File: config.mk
export PLATFORM = sky130hd
export DESIGN_NAME = control_unit
export DESIGN_NICKNAME = d
export VERILOG_FILES = /design/src/rtl/control_pkg.sv /design/src/rtl/control_decode.sv /design/src/rtl/control_unit.sv
export SDC_FILE = /design/constraint.sdc
export NUM_CORES = 1
export LEC_CHECK = 0
export BUFFER_PORTS_ARGS = -buffer_cell sky130_fd_sc_hd__buf_2
export CAP_MARGIN = 5
export CORE_MARGIN = 2
export CORE_UTILIZATION = 41
export CTS_BUF_LIST = sky130_fd_sc_hd__clkbuf_2
export CTS_CLUSTER_DIAMETER = 50
export DETAILED_ROUTE_END_ITERATION = 12
export GPL_TIMING_DRIVEN = 0
export PLACE_DENSITY = 0.87
export SLEW_MARGIN = 0
export SYNTH_ARGS = -nofsm -noshare
export SYNTH_HDL_FRONTEND = slang
export SYNTH_SLANG_ARGS = --single-unit
File: constraint.sdc
create_clock -name Clock -period 1.85 [get_ports Clock]
set_clock_uncertainty 0.05 [all_clocks]
set_input_delay 0.0925 -clock Clock [delete_from_list [all_inputs] [get_ports Clock]]
set_output_delay 0.0925 -clock Clock [all_outputs]
set_load 0.05 [all_outputs]
File: src/rtl/control_pkg.sv
// Shared definitions for the hardwired control sequencer: opcode values,
// FSM state encoding, instruction classes, ALU function codes and the
// width of the memory-wait counter.
// Optional build macro: SINGLE_STEP_EN adds the STEP_WAIT state.
package control_pkg;

  // Holds MEM_WAIT values 0..15.
  localparam int unsigned WAIT_W = 4;

  localparam logic [4:0] OP_ADD  = 5'b00011;
  localparam logic [4:0] OP_SUB  = 5'b00100;
  localparam logic [4:0] OP_AND  = 5'b01010;
  localparam logic [4:0] OP_OR   = 5'b01011;
  localparam logic [4:0] OP_JR   = 5'b10100;
  localparam logic [4:0] OP_IN   = 5'b10110;
  localparam logic [4:0] OP_OUT  = 5'b10111;
  localparam logic [4:0] OP_MFHI = 5'b11000;
  localparam logic [4:0] OP_MFLO = 5'b11001;
  localparam logic [4:0] OP_NOP  = 5'b11010;
  localparam logic [4:0] OP_HALT = 5'b11011;

  localparam logic [3:0] ALU_ADD = 4'd0;
  localparam logic [3:0] ALU_SUB = 4'd1;
  localparam logic [3:0] ALU_AND = 4'd2;
  localparam logic [3:0] ALU_OR  = 4'd3;

  typedef enum logic [3:0] {
    RESET_ST,
    T0,
    T1,
    T2,
    T3,
    T4,
    T5,
    HALTED
`ifdef SINGLE_STEP_EN
    , STEP_WAIT
`endif
  } state_t;

  typedef enum logic [3:0] {
    CLS_ALU,
    CLS_MFHI,
    CLS_MFLO,
    CLS_IN,
    CLS_OUT,
    CLS_JR,
    CLS_NOP,
    CLS_HALT,
    CLS_ILLEGAL
  } op_class_t;

endpackage

File: src/rtl/control_decode.sv
// Combinational opcode decoder for control_unit.
// Ports:
//   opcode   in   OPW     instruction opcode field
//   op_class out          execution class of the opcode
//   alu_op   out  ALUOPW  ALU function for ALU-class opcodes, else 0
//   illegal  out  1       opcode not recognised
module control_decode import control_pkg::*; #(
  parameter int unsigned OPW    = 5,
  parameter int unsigned ALUOPW = 4
) (
  input  logic [OPW-1:0]    opcode,
  output op_class_t         op_class,
  output logic [ALUOPW-1:0] alu_op,
  output logic              illegal
);

  always_comb begin
    op_class = CLS_ILLEGAL;
    alu_op   = '0;
    illegal  = 1'b0;
    case (opcode)
      OPW'(OP_ADD):  begin op_class = CLS_ALU; alu_op = ALUOPW'(ALU_ADD); end
      OPW'(OP_SUB):  begin op_class = CLS_ALU; alu_op = ALUOPW'(ALU_SUB); end
      OPW'(OP_AND):  begin op_class = CLS_ALU; alu_op = ALUOPW'(ALU_AND); end
      OPW'(OP_OR):   begin op_class = CLS_ALU; alu_op = ALUOPW'(ALU_OR);  end
      OPW'(OP_MFHI): op_class = CLS_MFHI;
      OPW'(OP_MFLO): op_class = CLS_MFLO;
      OPW'(OP_IN):   op_class = CLS_IN;
      OPW'(OP_OUT):  op_class = CLS_OUT;
      OPW'(OP_JR):   op_class = CLS_JR;
      OPW'(OP_NOP):  op_class = CLS_NOP;
      OPW'(OP_HALT): op_class = CLS_HALT;
      default:       illegal  = 1'b1;
    endcase
  end

endmodule

File: src/rtl/control_unit.sv
// Hardwired control sequencer for the bus-based datapath. Fetch runs T0-T2
// (T1 stretched by MEM_WAIT cycles for slow memory), execute runs T3-T5 per
// opcode. Supports halt/resume via Stop/Start.
// Optional build macro: SINGLE_STEP_EN adds input Step and a STEP_WAIT state
// entered after every completed instruction.
// Ports:
//   Clock, Reset (sync, active-high), IRregister[31:0], Stop, Start, [Step]
//   Fetch strobes:    PCout MARin Read MDRin PCin IncPC MDRout IRin
//   Register strobes: Gra Grb Grc Rin Rout
//   Execute strobes:  Yin Zin ZLOout HIout LOout INPORTout OUTPORTin
//   AluOp[ALUOPW-1:0] (non-zero only while Zin), Run, IllegalOp
module control_unit import control_pkg::*; #(
  parameter int unsigned MEM_WAIT = 0,
  parameter int unsigned OPW      = 5,
  parameter int unsigned ALUOPW   = 4
) (
  input  logic              Clock,
  input  logic              Reset,
  input  logic [31:0]       IRregister,
  input  logic              Stop,
  input  logic              Start,
`ifdef SINGLE_STEP_EN
  input  logic              Step,
`endif
  output logic              PCout,
  output logic              MARin,
  output logic              Read,
  output logic              MDRin,
  output logic              PCin,
  output logic              IncPC,
  output logic              MDRout,
  output logic              IRin,
  output logic              Gra,
  output logic              Grb,
  output logic              Grc,
  output logic              Rin,
  output logic              Rout,
  output logic              Yin,
  output logic              Zin,
  output logic              ZLOout,
  output logic              HIout,
  output logic              LOout,
  output logic              INPORTout,
  output logic              OUTPORTin,
  output logic [ALUOPW-1:0] AluOp,
  output logic              Run,
  output logic              IllegalOp
);

  state_t            state, state_nxt, done_nxt;
  logic [WAIT_W-1:0] wait_cnt;
  logic              wait_done;
  logic              stop_pend;
  op_class_t         op_class;
  logic [ALUOPW-1:0] alu_op;
  logic              illegal;
  logic              unused_ir;

  assign unused_ir = ^IRregister[31-OPW:0];

  control_decode #(
    .OPW    (OPW),
    .ALUOPW (ALUOPW)
  ) u_decode (
    .opcode   (IRregister[31:32-OPW]),
    .op_class (op_class),
    .alu_op   (alu_op),
    .illegal  (illegal)
  );

  assign wait_done = (wait_cnt == WAIT_W'(MEM_WAIT));

  always_ff @(posedge Clock) begin
    if (Reset) begin
      state     <= RESET_ST;
      wait_cnt  <= '0;
      stop_pend <= 1'b0;
    end else begin
      state <= state_nxt;
      // Counter only runs while stretching T1; zero everywhere else so the
      // next T1 entry always starts from 0.
      wait_cnt <= (state == T1 && !wait_done) ? wait_cnt + WAIT_W'(1) : '0;
      if (state_nxt == HALTED)
        stop_pend <= 1'b0;
      else if (state != HALTED)
        stop_pend <= stop_pend | Stop;
    end
  end

  always_comb begin
    PCout     = 1'b0;
    MARin     = 1'b0;
    Read      = 1'b0;
    MDRin     = 1'b0;
    PCin      = 1'b0;
    IncPC     = 1'b0;
    MDRout    = 1'b0;
    IRin      = 1'b0;
    Gra       = 1'b0;
    Grb       = 1'b0;
    Grc       = 1'b0;
    Rin       = 1'b0;
    Rout      = 1'b0;
    Yin       = 1'b0;
    Zin       = 1'b0;
    ZLOout    = 1'b0;
    HIout     = 1'b0;
    LOout     = 1'b0;
    INPORTout = 1'b0;
    OUTPORTin = 1'b0;
    AluOp     = '0;
    IllegalOp = 1'b0;
    Run       = (state != RESET_ST) && (state != HALTED);
    state_nxt = state;

    // Destination after the last execute step of an instruction.
`ifdef SINGLE_STEP_EN
    done_nxt = stop_pend ? HALTED : STEP_WAIT;
`else
    done_nxt = stop_pend ? HALTED : T0;
`endif

    case (state)
      RESET_ST: state_nxt = T0;
      T0: begin
        PCout     = 1'b1;
        MARin     = 1'b1;
        state_nxt = T1;
      end
      T1: begin
        Read  = 1'b1;
        MDRin = 1'b1;
        if (wait_done) begin
          PCin      = 1'b1;
          IncPC     = 1'b1;
          state_nxt = T2;
        end
      end
      T2: begin
        MDRout    = 1'b1;
        IRin      = 1'b1;
        state_nxt = T3;
      end
      T3: begin
        state_nxt = done_nxt;
        case (op_class)
          CLS_ALU:  begin Grb = 1'b1; Rout = 1'b1; Yin = 1'b1; state_nxt = T4; end
          CLS_MFHI: begin Gra = 1'b1; Rin = 1'b1; HIout = 1'b1; end
          CLS_MFLO: begin Gra = 1'b1; Rin = 1'b1; LOout = 1'b1; end
          CLS_IN:   begin Gra = 1'b1; Rin = 1'b1; INPORTout = 1'b1; end
          CLS_OUT:  begin Gra = 1'b1; Rout = 1'b1; OUTPORTin = 1'b1; end
          CLS_JR:   begin Gra = 1'b1; Rout = 1'b1; PCin = 1'b1; end
          CLS_NOP:  ;
          CLS_HALT: state_nxt = HALTED;
          default:  IllegalOp = illegal;
        endcase
      end
      T4: begin
        Grc       = 1'b1;
        Rout      = 1'b1;
        Zin       = 1'b1;
        AluOp     = alu_op;
        state_nxt = T5;
      end
      T5: begin
        Gra       = 1'b1;
        Rin       = 1'b1;
        ZLOout    = 1'b1;
        state_nxt = done_nxt;
      end
      HALTED: begin
        if (!Stop && Start)
          state_nxt = T0;
      end
`ifdef SINGLE_STEP_EN
      STEP_WAIT: begin
        if (stop_pend)
          state_nxt = HALTED;
        else if (Step)
          state_nxt = T0;
      end
`endif
      default: state_nxt = RESET_ST;
    endcase
  end

endmodule

==> summary.md <==
| Metric | Value |
|---|---|
| Worst EP required | `1.93 ns` |
| Global-route wire length before repair | `3450 um` |
| Count of cell types in the netlist | `38` |
| Die Width | `between 40 and 50 um` |
| Die area | `2430 sq um` |
| Gp weighted congestion | `about 0.9` |
| Crit path max-delay cell type | `o41a_1` |
| RSZ-0062 raised after global routing | `no` |
| Post-Synth Adder-Cell Area | `2.98%` |
| Layout cells sized above 1 | `46.2%` |
| Combinational family with the most area after synthesis | `simple AND/OR/NAND/NOR gates` |
| Slack of the worst reg-to-reg path | `about 0.14 ns` |
| Final design utilization | `between 60% and 70%` |
| Initial DRC count | `13` |
| Port buffer count | `32` |
| Crit-path cells | `buf_6 > buf_4 > nand2_1 > nor3_1 > a211oi_1 > o41a_1` |
| Synth Instances | `118` |
| Total Power | `~0.46 mW` |
| P_leak | `0.536 nW` |
| Slowest cell delay on critical path | `around 0.42 ns` |
| Seq pwr share | `44.3%` |
| Sw Share | `33.9%` |
| WHS Path Cells | `4` |
| Clock Sinks | `9` |
| N_diodes | `0` |
| Starting Density | `43.2%` |
| Post-Route WL | `2100 um` |
| Register area share after synthesis | `between 20% and 30%` |
| Most common cell after layout, fill and taps aside | `buf_2` |
| Avg Cell Area, Syn | `7.11 sq um` |
| CP Capture Type | `register` |
| RR Endpoint | `stop_pend$_SDFFE_PP0N_` |
| Critical setup path kind | `register to register` |
| Status | `completed` |
| Final hold slack | `~0.21 ns` |
| Worst-path fanout max | `7` |
| Yosys warnings | `0` |
| Met3 wire length | `130 um` |
| Drt pass-1 iters | `4` |
| Die H | `49.3 um` |
| H-Tree Depth | `1` |
| Row count | `16` |
| Total vias in the final route | `940` |
| RR Startpoint | `state[2]$_SDFF_PP0_` |
| I/O pin count | `62` |
| Post-route ant nets | `0` |
| Top sig layer | `met4` |
| Clk Latency, worst-skew pair | `0.24 ns` |
| Period utilisation layout | `92.3%` |
| GRT overflow | `0` |
| Clock root buffer master | `clkbuf_2` |
| Seq cells post-synth | `9` |
| Cell family with the largest share of critical-path delay | `compound AO/OA/AOI/OAI gates` |
| Residual DRC | `0` |
| Met1 wire length | `907 um` |
| Setup TNS | `0 ns` |
| Tmin final | `between 1.5 and 2 ns` |
| Post-synthesis mux area share | `under 10%` |
| PwrDens | `387 nW/um^2` |
| Most frequent cells in the layout | `29 x buf_2, 15 x nor2_1, 13 x buf_4` |
| Final Slew Violations | `0` |
| Setup WS pre-CTS | `between 0.03 and 0.04 ns` |
| Vias per Instance | `5.08` |
| Metal2 WL | `1060 um` |
| Final Worst Setup Slack | `0.143 ns` |
| Fmax | `586 MHz` |
| Final #Nets | `197` |
| Gate power share | `29.1%` |
| DP HPWL | `1640 um` |
| Max_cap viols | `0` |
| Simple-Gate Fraction of Synth Area | `38.5%` |
| WL per Instance | `11.3 um` |
| Compound-cell area share of the yosys netlist | `17.0%` |
| Core Area | `1940 sq um` |
| Critical Path Source | `state[2]$_SDFF_PP0_` |
| Min-Delay Endpoint | `stop_pend$_SDFFE_PP0N_` |
| Initial antenna violation count | `0` |
| Total Routing Usage GR | `18.0%` |
| Pin count of the biggest net entering global routing | `11` |
| WP buf/inv | `2` |
| Clock Path Buffers | `2` |
| Setup violators final | `0` |
| CTS Buf Count | `3` |
| Vias in the first global route | `807` |
| Clock slew at reported path FFs | `about 0.09 ns` |
| CTS tree | `built` |
| Peak VDD IR | `371 uV` |
| Final hold vios | `0` |
| Post-Synth XOR/XNOR Area | `3.13%` |
| Cells on worst reg2reg path | `6` |
| Syn-to-layout area delta | `41.0%` |
| Hold crit path type | `input pin to register` |
| Post-Synthesis Cell Area | `about 840 sq um` |
| Crit path DAT | `between 1.5 and 2 ns` |
| Clk network pwr share | `26.6%` |
| Worst Setup Start Kind | `register` |
| Hold_sp | `Stop` |
| Pint | `0.303 mW` |
| Psw | `~0.16 mW` |
state kept, by name, indices dropped and copies added (netlist names):
signal,flops
state,4
wait_cnt,4
stop_pend,1
synth_stat cells (all sizes together):
library cell | instances | area (sq um)
clkbuf | 1 | 3.75
nand3 | 4 | 20.0
o21ai | 4 | 23.8
inv | 6 | 22.5
o22ai | 3 | 18.8
o2bb2ai | 1 | 8.76
nor3b | 2 | 15.0
ha | 2 | 25.0
a211oi | 1 | 7.51
buf | 14 | 92.6
a2111oi | 1 | 8.76
xnor2 | 2 | 17.5
conb | 1 | 3.75
nor2 | 16 | 60.1
nand3b | 3 | 22.5
o21a | 1 | 7.51
xor2 | 1 | 8.76
or3b | 1 | 8.76
a21oi | 6 | 30.0
a211o | 1 | 8.76
nor3 | 12 | 71.3
nand2b | 6 | 45.0
nor4 | 2 | 12.5
or4b | 1 | 13.8
or3 | 1 | 6.26
nor2b | 1 | 6.26
o41a | 1 | 11.3
dfxtp | 9 | 180
mux2i | 2 | 20.0
and2b | 1 | 7.51
nand2 | 9 | 33.8
a311oi | 2 | 17.5
worst register-to-register path, stage by stage, from the launching register on:
cell and delay (ns):
dfxtp_1 0.33, buf_6 0.10, buf_4 0.15, nand2_1 0.09, nor3_1 0.33, a211oi_1 0.13
o41a_1 0.42
metrics by stage:
stage,instance area (sq um),std cells
after global placement,1110,179
after CTS,1170,184
after global routing,1180,185
final,1180,185
after detailed placement,1110,179
after floorplan,915,120
routing by layer:
metal | GRT usage (%) | vias to the layer above
li1 | - | 481
met1 | 19.6 | 424
met2 | 33.3 | 33
met3 | 5.52 | 2
met4 | 4.29 | 0
met5 | 0 | -
power groups by stage:
stage	Combinational (mW)	Sequential, mW	Clock, mW
finish	0.133	0.203	0.122
global route	0.144	0.204	0.143
CTS	0.130	0.203	0.129
detailed placement	0.128	0.208	0
global placement	0.125	0.208	0
floorplan	0.0980	0.207	0
how the worst max path moves through the flow:
stage,endpoint,slack (ns),cells after the start
2_1_floorplan,Yin,-0.37,5
3_3_place_gp,stop_pend$_SDFFE_PP0N_,0.1,7
3_5_place_dp,stop_pend$_SDFFE_PP0N_,0.03,7
4_1_cts,Read,0.06,6
5_1_grt,MDRout,0.01,5
6_report,stop_pend$_SDFFE_PP0N_,0.14,6
what timing repair did:
item	CTS	global route
hold endpoints to repair	0	3
setup endpoints to repair	6	4
pin swaps	3	1
hold buffers	0	1
resized for setup	11	4
setup buffers	3	0
logic make-up after synthesis:
logic type,after synthesis
other,1
XOR/XNOR,3
multiplexers,2
adder cells (fa/ha/maj),2
buffers and inverters,21
AO/OA/AOI/OAI,21
AND/OR/NAND/NOR,59
flip-flops,9
layout make-up:
type | instances | area (sq um)
Fill cell | 169 | 758
Sequential cell | 9 | 185
Tap cell | 27 | 33.8
Buffer | 13 | 90.1
Timing Repair Buffer | 36 | 209
Multi-Input combinational cell | 90 | 623
Inverter | 6 | 22.5
Clock buffer | 4 | 20.0
Power figures use the tool's default switching activity.
